--- src/rtl/reg_bank_pkg.sv ---
// Shared definitions for the parametrised register bank: register index map,
// DR-load FSM states and the default per-register incrementer mask.
package reg_bank_pkg;

    localparam int IDX_PC   = 0;
    localparam int IDX_AC   = 1;
    localparam int IDX_DR   = 2;
    localparam int IDX_AR   = 3;
    localparam int IDX_GPR0 = 4;

    // PC, AC and GPR0-2 carry incrementers by default.
    localparam int DEFAULT_INC_MASK = 'h73;

    typedef enum logic {
        IDLE = 1'b0,
        WAIT = 1'b1
    } dr_state_e;

endpackage

--- src/rtl/reg_bank_n_cell.sv ---
// One bank register: async reset, write port, optional load port and optional
// wrapping increment/decrement. Priority: write > load > (inc xor dec) > hold.
module reg_cell #(
    parameter int DATA_LEN = 16,
    parameter bit HAS_INC  = 1'b0,
    parameter bit HAS_LOAD = 1'b0
) (
    input  logic                clk,
    input  logic                rst,
    input  logic                we_i,
    input  logic [DATA_LEN-1:0] wdata_i,
    input  logic                load_i,
    input  logic [DATA_LEN-1:0] ldata_i,
    input  logic                inc_i,
    input  logic                dec_i,
    output logic [DATA_LEN-1:0] q_o
);

    logic [DATA_LEN-1:0] val_q;
    logic [DATA_LEN-1:0] val_d;
    logic                load_en;
    logic                inc_en;
    logic                dec_en;

    always_comb begin
        load_en = HAS_LOAD && load_i;
        // Simultaneous inc and dec cancel out and the register holds.
        inc_en  = HAS_INC && inc_i && !dec_i;
        dec_en  = HAS_INC && dec_i && !inc_i;
        val_d   = val_q;
        if (we_i) begin
            val_d = wdata_i;
        end else if (load_en) begin
            val_d = ldata_i;
        end else if (inc_en) begin
            val_d = val_q + DATA_LEN'(1);
        end else if (dec_en) begin
            val_d = val_q - DATA_LEN'(1);
        end
    end

    always_ff @(posedge clk or posedge rst) begin
        if (rst) begin
            val_q <= '0;
        end else begin
            val_q <= val_d;
        end
    end

    assign q_o = val_q;

endmodule

--- src/rtl/reg_bank_n.sv ---
// Parametrised register bank: PC/AC/DR/AR + NUM_GPR GPRs, C-bus write, registered
// B-bus mux, IR and DR-from-RAM handshake. Define REG_BANK_DEC_EN to add a dec port.
module reg_bank_n
    import reg_bank_pkg::*;
#(
    parameter int DATA_LEN        = 16,
    parameter int ADDRESS_LEN     = 8,
    parameter int INSTRUCTION_LEN = 6,
    parameter int NUM_GPR         = 8,
    localparam int NUM_REGS       = NUM_GPR + 4,
    parameter logic [NUM_REGS-1:0] INC_MASK = NUM_REGS'(DEFAULT_INC_MASK),
    localparam int SEL_LEN        = $clog2(NUM_REGS)
) (
    input  logic                       clk,
    input  logic                       rst,
    input  logic [DATA_LEN-1:0]        c_bus_in,
    input  logic [NUM_REGS-1:0]        c_we,
    input  logic [NUM_REGS-1:0]        inc,
`ifdef REG_BANK_DEC_EN
    input  logic [NUM_REGS-1:0]        dec,
`endif
    input  logic [SEL_LEN-1:0]         select,
    input  logic                       read_start,
    input  logic [DATA_LEN-1:0]        ram_out,
    input  logic                       mem_rd_valid,
    input  logic                       ir_load,
    output logic                       mem_rd_req,
    output logic [ADDRESS_LEN-1:0]     ram_addr,
    output logic [DATA_LEN-1:0]        ram_in,
    output logic [INSTRUCTION_LEN-1:0] opcode,
    output logic [DATA_LEN-1:0]        ac_out,
    output logic                       ac_zero,
    output logic [DATA_LEN-1:0]        mux_out,
    output logic                       busy
);

    logic [DATA_LEN-1:0]        regs [NUM_REGS];
    logic [NUM_REGS-1:0]        dec_bits;
    logic                       dr_load;
    logic [DATA_LEN-1:0]        mux_d;
    logic [DATA_LEN-1:0]        mux_q;
    logic [INSTRUCTION_LEN-1:0] ir_d;
    logic [INSTRUCTION_LEN-1:0] ir_q;
    dr_state_e                  state_q;
    logic                       req_q;
    logic                       busy_q;

`ifdef REG_BANK_DEC_EN
    assign dec_bits = dec;
`else
    assign dec_bits = '0;
`endif

    // RAM data lands in DR only while a read is outstanding; a C-bus write to
    // DR in the same cycle wins inside the cell and the RAM word is dropped.
    assign dr_load = (state_q == WAIT) && mem_rd_valid;

    for (genvar i = 0; i < NUM_REGS; i++) begin : g_reg
        reg_cell #(
            .DATA_LEN (DATA_LEN),
            .HAS_INC  (INC_MASK[i]),
            .HAS_LOAD (i == IDX_DR)
        ) u_cell (
            .clk     (clk),
            .rst     (rst),
            .we_i    (c_we[i]),
            .wdata_i (c_bus_in),
            .load_i  (dr_load),
            .ldata_i (ram_out),
            .inc_i   (inc[i]),
            .dec_i   (dec_bits[i]),
            .q_o     (regs[i])
        );
    end

    // Out-of-range select indices fall through to zero.
    always_comb begin
        mux_d = '0;
        for (int i = 0; i < NUM_REGS; i++) begin
            if (select == SEL_LEN'(i)) begin
                mux_d = regs[i];
            end
        end
    end

    always_comb begin
        ir_d = ir_q;
        if (ir_load) begin
            ir_d = regs[IDX_DR][INSTRUCTION_LEN-1:0];
        end
    end

    always_ff @(posedge clk or posedge rst) begin
        if (rst) begin
            mux_q <= '0;
            ir_q  <= '0;
        end else begin
            mux_q <= mux_d;
            ir_q  <= ir_d;
        end
    end

    // DR load handshake: one-cycle request on entry to WAIT, busy until data.
    always_ff @(posedge clk or posedge rst) begin
        if (rst) begin
            state_q <= IDLE;
            req_q   <= 1'b0;
            busy_q  <= 1'b0;
        end else begin
            req_q <= 1'b0;
            case (state_q)
                IDLE: begin
                    if (read_start) begin
                        state_q <= WAIT;
                        req_q   <= 1'b1;
                        busy_q  <= 1'b1;
                    end
                end
                WAIT: begin
                    if (mem_rd_valid) begin
                        state_q <= IDLE;
                        busy_q  <= 1'b0;
                    end
                end
                default: begin
                    state_q <= IDLE;
                    busy_q  <= 1'b0;
                end
            endcase
        end
    end

    assign mem_rd_req = req_q;
    assign busy       = busy_q;
    assign ram_addr   = regs[IDX_AR][ADDRESS_LEN-1:0];
    assign ram_in     = regs[IDX_DR];
    assign opcode     = ir_q;
    assign ac_out     = regs[IDX_AC];
    assign ac_zero    = (regs[IDX_AC] == '0);
    assign mux_out    = mux_q;

endmodule

--- config.mk ---
export PLATFORM = sky130hd
export DESIGN_NAME = reg_bank_n
export DESIGN_NICKNAME = d
export VERILOG_FILES = /design/src/rtl/reg_bank_pkg.sv /design/src/rtl/reg_bank_n_cell.sv /design/src/rtl/reg_bank_n.sv
export SDC_FILE = /design/constraint.sdc
export NUM_CORES = 1
export LEC_CHECK = 0
export CORE_ASPECT_RATIO = 1.2
export CORE_MARGIN = 5
export CORE_UTILIZATION = 57
export CTS_BUF_LIST = sky130_fd_sc_hd__clkbuf_4
export DETAILED_ROUTE_END_ITERATION = 6
export PLACE_DENSITY_LB_ADDON = 0.08
export SLEW_MARGIN = 20
export SYNTH_ARGS = -nofsm -noshare
export SYNTH_HDL_FRONTEND = slang
export SYNTH_HIERARCHICAL = 1
export SYNTH_SLANG_ARGS = --single-unit
--- constraint.sdc ---
create_clock -name clk -period 3.89 [get_ports clk]
set_input_delay 1.167 -clock clk [delete_from_list [all_inputs] [get_ports clk]]
set_output_delay 1.167 -clock clk [all_outputs]
set_load 0.01 [all_outputs]
# Yosys cells after proc, flatten, opt, wreduce, memory -nomap -nowiden
# Cells that the tools add are included.
[word_totals]
inputBits = 65
word_cells = 77
out_inout_bits = 65
reg_bits = 217
[classes]
n_bitwise = 1
n_reduce_logical = 10
n_addsub = 5
n_mux = 31
n_eq_ne = 13
[ops]
columns = ["operator", "count"]
rows = [
  ["16-bit two-way mux", 24],
  ["16-bit by 1-bit adder with 16-bit output, second input constant", 5],
  ["4-bit by 3-bit == test with 1-bit output, second input constant", 4],
  ["4-bit == test, second input constant", 4],
  ["16-bit zero test", 1],
  ["2-bit nonzero test", 6],
  ["4-bit by 2-bit == test with 1-bit output, second input constant", 2],
  ["1-bit two-way mux", 5],
  ["4-bit by 1-bit == test with 1-bit output, second input constant", 1],
  ["4-bit zero test", 1],
  ["2-bit != test, second input constant", 2],
  ["1-bit one-hot mux with 2 select lines", 2],
  ["2-bit AND reduction", 1],
  ["1-bit logical AND", 1],
  ["1-bit inverter", 1],
]

# Longest topological paths before layout
[logic_depth]
word_depth = 13
mapped_depth = 10
depth_no_buf = 9

# Modules after synthesis
# The synthesis kept the hierarchy.
[modules_own_cells]
columns = ["module", "seq_area_each_um2", "area_per_inst_um2", "cells_per_inst", "instances"]
rows = [
  ["reg_cell (g_reg[1].u_cell ...)", 400.4, 1654.1, 191, 3],
  ["reg_cell (g_reg[10].u_cell ...)", 400.4, 653.1, 35, 6],
  ["reg_bank_n", 625.6, 2721.4, 337, 1],
  ["reg_cell (g_reg[0].u_cell)", 400.4, 1591.5, 184, 1],
  ["reg_cell (g_reg[6].u_cell)", 400.4, 1567.8, 184, 1],
  ["reg_cell (g_reg[2].u_cell)", 400.4, 748.2, 70, 1],
]

# Worst setup path after synthesis
# Ideal clock, no wire load.
[synth_path]
kind = "input-to-reg"
from = "in inc[4]"
to = "reg g_reg[4].u_cell.val_q[12]"
path_buffers = 1
t_required_ps = 3817
setup_time_ps = 73
cell_stages = 10
path_slack_ps = 334
arrival_time_ps = 3483
cell_sequence = "clkbuf_1 nand2b_1 inv_1 fa_1 and2b_1 o2111ai_2 a2111oi_2 o21ai_1 mux2_4 a21oi_2"
[synth_between]
elab_chain_cells = 1
[synth_rtl]
columns = ["element", "line_no", "source"]
rows = [
  ["from (decl)", "reg_bank_n.sv:18", "input logic [NUM_REGS-1:0] inc,"],
  ["2-bit nonzero test (no line)", "--", ""],
  ["to (signal assigned)", "reg_bank_n_cell.sv:46", "val_q <= val_d;"],
  ["to (decl)", "reg_bank_n_cell.sv:19", "logic [DATA_LEN-1:0] val_q;"],
]
# Every way passes these cells.
# A chain may end at the register's enable or synchronous reset.

# Worst setup path in the final report
[layout_path]
from = "reg g_reg[1].u_cell.val_q[11]"
to = "out ac_zero"
[layout_between]
elab_chain_cells = 1
[layout_rtl]
columns = ["element", "line_no", "source"]
rows = [
  ["from (decl)", "reg_bank_n_cell.sv:19", ""],
  ["from (signal assigned)", "reg_bank_n_cell.sv:46", ""],
  ["16-bit zero test", "reg_bank_n.sv:139", "assign ac_zero = (regs[IDX_AC] == '0);"],
  ["to (decl)", "reg_bank_n.sv:32", "output logic ac_zero,"],
]
# Every way passes these cells.

==> metrics.yaml <==
synthesis:
  ys_ff_latch: 217
  ys_warn_count: 6
  synth.cell_area_sq_mm: 0.0155
  yosys.cell_count.top_type: "sky130_fd_sc_hd__dfrtp_1"
  synth_enable_flop_cells: 0
  post_synth_top_cells: "217 x sky130_fd_sc_hd__dfrtp_1, 124 x sky130_fd_sc_hd__nand2_1, 107 x sky130_fd_sc_hd__a21oi_1"
  async_flop_share: 1.00
  synth.area.top_cells: "sky130_fd_sc_hd__dfrtp_1 35%, sky130_fd_sc_hd__ha_1 6.5%, sky130_fd_sc_hd__mux2_2 6.3%"
  syn-mean-instance-area_sq_um: 9.95
  synth_largest_type_area_fraction: 0.350
  synth-seq-area-share: 0.350
  ys_types: 88
  synth.largest_area_cell: "sky130_fd_sc_hd__dfrtp_1"
  synth-main-ff-cell: "sky130_fd_sc_hd__dfrtp_1"
  postSynthCellCount: 1558
run:
  max_cap_violations: 0
power:
  cell_int_power_mw: 5.27
  pwr-share-clk: 0.249
  power_switching_share: 0.379
  static-leakage-power_nw: 7.65
  combinational_fraction_of_design_power: 0.398
  seq_power_share: 0.353
  power.density_mw_per_mm2: 480
  p_sw_mw: 3.22
  ir_worst_vdd_mv: 0.292
routing:
  detail_route.first_pass.iterations: 5
  drc: 0
  via_per_inst: 6.31
  drt_first_iter_violations: 1138
  detail_route.wirelength_microns: 47900
  routedWlPerCell_microns: 23.0
  dr_total_vias: 13157
  ant_nets_after_route: 0
floorplan:
  placeable_core_area_sq_mm: 0.0270
  die-area_sq_mm: 0.0306
  chip_height_microns: 191
  floorplan.rows: 66
  die_x_microns: 161
  floorplan.initialDensity: 0.574
  ios: 130
layout:
  layout.cell_area.non_filler_sq_mm: 0.0177
  design.final.nets: 1851
  n_fill_cell: 2284
  syn_to_final_growth_pct: 14.0
  post_route_cells_drive_above_1_share: 0.208
worst_setup_path:
  worst-path-buf-inv: 1
  crit_path_cell_trace: "nor4_1 > and4_1 > clkdlybuf4s50_1"
  crit_path_end_kind: "primary output"
  cp_max_fo: 5
  critPathLaunch: "g_reg[1].u_cell/q_o[11]$_DFFE_PP0P_"
  crit_family: "flip-flops"
  worstPathRequired_ns: 2.72
  startpoint_type: "flop"
  crit_path_max_incr_delay_ns: 0.55
  r2r-start: "g_reg[1].u_cell/q_o[0]$_DFFE_PP0P_"
  cp.arrival_ns: 2.35
  critPathKind: "flop to primary output"
  cpMaxStageDelayCell: "sky130_fd_sc_hd__dfrtp_1"
timing:
  maxSlewHeadroom: 0.275
  unrepaired_setup_endpoints_after_global_routing: "false"
  setup_total_negative_slack_ns: 0
  transition_time_at_the_pin_with_the_least_slew_margin_ns: 1.08
  slew_viol_final: 0
  finalClockSkew_ns: 0.0284
  finalCriticalPeriod_ns: 3.51
  fmaxAchievable_mhz: 285
  layout_worst_path_cycle_share: 0.903
  report.final.hold_viol_count: 0
  setup_viol: 0
outcome:
  run_status: "finished clean"
clocking:
  cts_buffers: 56
  clk_path_buf_depth: 3
  cts_tree: "done"
  clk_transition_reported_paths_ns: 0.07
  cts_htree_levels: 2
  clock_tree.root_cell: "sky130_fd_sc_hd__clkbuf_4"
  clock-sinks: 217
  cts_hold_buf: 0
  post_cts.resized_instances: 0
  buffers_inserted_by_post_cts_timing_repair: 0
  worst_skew_late_latency_ns: 0.72
place:
  port_buffer_count: 122
  place_hpwl_microns: 34000
  gp_routability_congestion: 0.933
  placed_area_sq_mm: 0.0169
global_routing:
  antenna_violations_before_repair: 3
  grt_pass1_wl_microns: 74200
  vias_in_the_first_global_route: 12798
  grt_max_degree: 38
  overflow_left_after_global_routing: 0
  grt.total_usage: 0.309
worst_hold_path:
  holdCritPathClass: "flop to flop"
  hold_path_startpoint: "state_q$_DFF_PP0_"
==> worst register-to-register path: cells and delay by family (launching register included) <==
kind / cells / cell delay [ns]
AO/OA/AOI/OAI: 4 / 0.84
adder cells (fa/ha/maj): 1 / 0.46
flip-flops: 1 / 0.45
multiplexers: 1 / 0.32
AND/OR/NAND/NOR: 1 / 0.24
buffers and inverters: 1 / 0.13
==> cell families (layout without fill, tap and decap cells) <==
group / count (synthesis) / count (layout) / synth area share
muxes: 193 / 193 / 0.160
buffers and inverters: 149 / 329 / 0.0545
AOI/OAI and AO/OA: 430 / 430 / 0.186
adders and majority gates: 85 / 85 / 0.0710
other: 1 / 8 / 0.000242
xor gates and xnor gates: 54 / 54 / 0.0319
DFF: 217 / 217 / 0.350
and+or+nand+nor: 429 / 429 / 0.146
==> flip-flops by register name (all words and copies together), names as in the netlist <==
signal	cells
mem_rd_req	1
busy	1
opcode	6
state_q	1
g.u_cell/q_o	192
mux_out	16
==> per-layer routing <==
| layer | global-route usage | wire (microns) | up-vias |
|---|---|---|---|
| met4 | 0.100 | 1390 | 2 |
| met3 | 0.0621 | 3860 | 90 |
| met5 | 0 | 13 | - |
| met1 | 0.427 | 20700 | 6489 |
| met2 | 0.491 | 21900 | 516 |
| li1 | - | - | 6060 |
==> power by group through the flow <==
stage	registers [mW]	clock network, mW	logic [mW]
final	3.00	2.11	3.38
after CTS	2.99	2.15	3.35
after floorplan	2.90	0	2.42
after detailed placement	3.03	0	3.33
after global placement	3.02	0	3.27
after global routing	3.03	2.27	3.71
==> stage by stage <==
step | worst slack [ns] | cells | power [mW] | utilization | hold WS, ns
finish | 0.377 | 2085 | 8.49 | 0.655 | 0.469
global route | 0.254 | 2085 | 9.01 | 0.655 | 0.496
CTS | 0.380 | 2084 | 8.49 | 0.655 | 0.468
detailed placement | 0.0914 | 1983 | 6.36 | 0.627 | 0.462
global placement | 0.148 | 1983 | 6.29 | 0.627 | 0.447
floorplan | 0.334 | 1564 | 5.31 | - | 0.429
==> placed cells by master (no fill, tap or decap), types with 24 or more instances in the layout <==
| cell type | n |
|---|---|
| sky130_fd_sc_hd__mux2i_1 | 33 |
| sky130_fd_sc_hd__nand2_1 | 124 |
| sky130_fd_sc_hd__clkbuf_4 | 81 |
| sky130_fd_sc_hd__o21ai_0 | 96 |
| sky130_fd_sc_hd__nor2b_1 | 26 |
| sky130_fd_sc_hd__a21o_1 | 34 |
| sky130_fd_sc_hd__ha_1 | 80 |
| sky130_fd_sc_hd__clkdlybuf4s50_1 | 120 |
| sky130_fd_sc_hd__nor2_1 | 78 |
| sky130_fd_sc_hd__nand2b_1 | 27 |
| sky130_fd_sc_hd__mux2_2 | 87 |
| sky130_fd_sc_hd__a21oi_1 | 107 |
| sky130_fd_sc_hd__nor3_1 | 36 |
| sky130_fd_sc_hd__inv_1 | 51 |
| sky130_fd_sc_hd__xnor2_1 | 29 |
| sky130_fd_sc_hd__mux2_4 | 63 |
| sky130_fd_sc_hd__nand3_1 | 24 |
| sky130_fd_sc_hd__buf_4 | 55 |
| sky130_fd_sc_hd__dfrtp_1 | 217 |
==> path summary, 6_finish.rpt <==
check / endpoint / slack (ns) / cells past startpoint
max: ac_zero / 0.38 / 3
max in group asynchronous: g_reg[11].u_cell/q_o[9]$_DFFE_PP0P_ / 1.74 / 2
min in group asynchronous: g_reg[10].u_cell/q_o[1]$_DFFE_PP0P_ / 1.44 / 2
min reg2reg: mem_rd_req$_DFF_PP0_ / 0.47 / 1
min: mem_rd_req$_DFF_PP0_ / 0.47 / 1
max reg2reg: g_reg[1].u_cell/q_o[12]$_DFFE_PP0P_ / 1.37 / 8
==> area by class of cell <==
class / instances / area [sq um] / area share
antenna: 1 / 2.50 / 0.000142
tap: 340 / 425 / 0.0241
timing repair buffer: 177 / 1620 / 0.0919
multi-input combinational: 1198 / 9260 / 0.524
clock buffer: 81 / 608 / 0.0344
clock inverter: 20 / 143 / 0.00807
inverter: 51 / 191 / 0.0108
sequential: 217 / 5430 / 0.307
(Power assumes the default switching activity.)
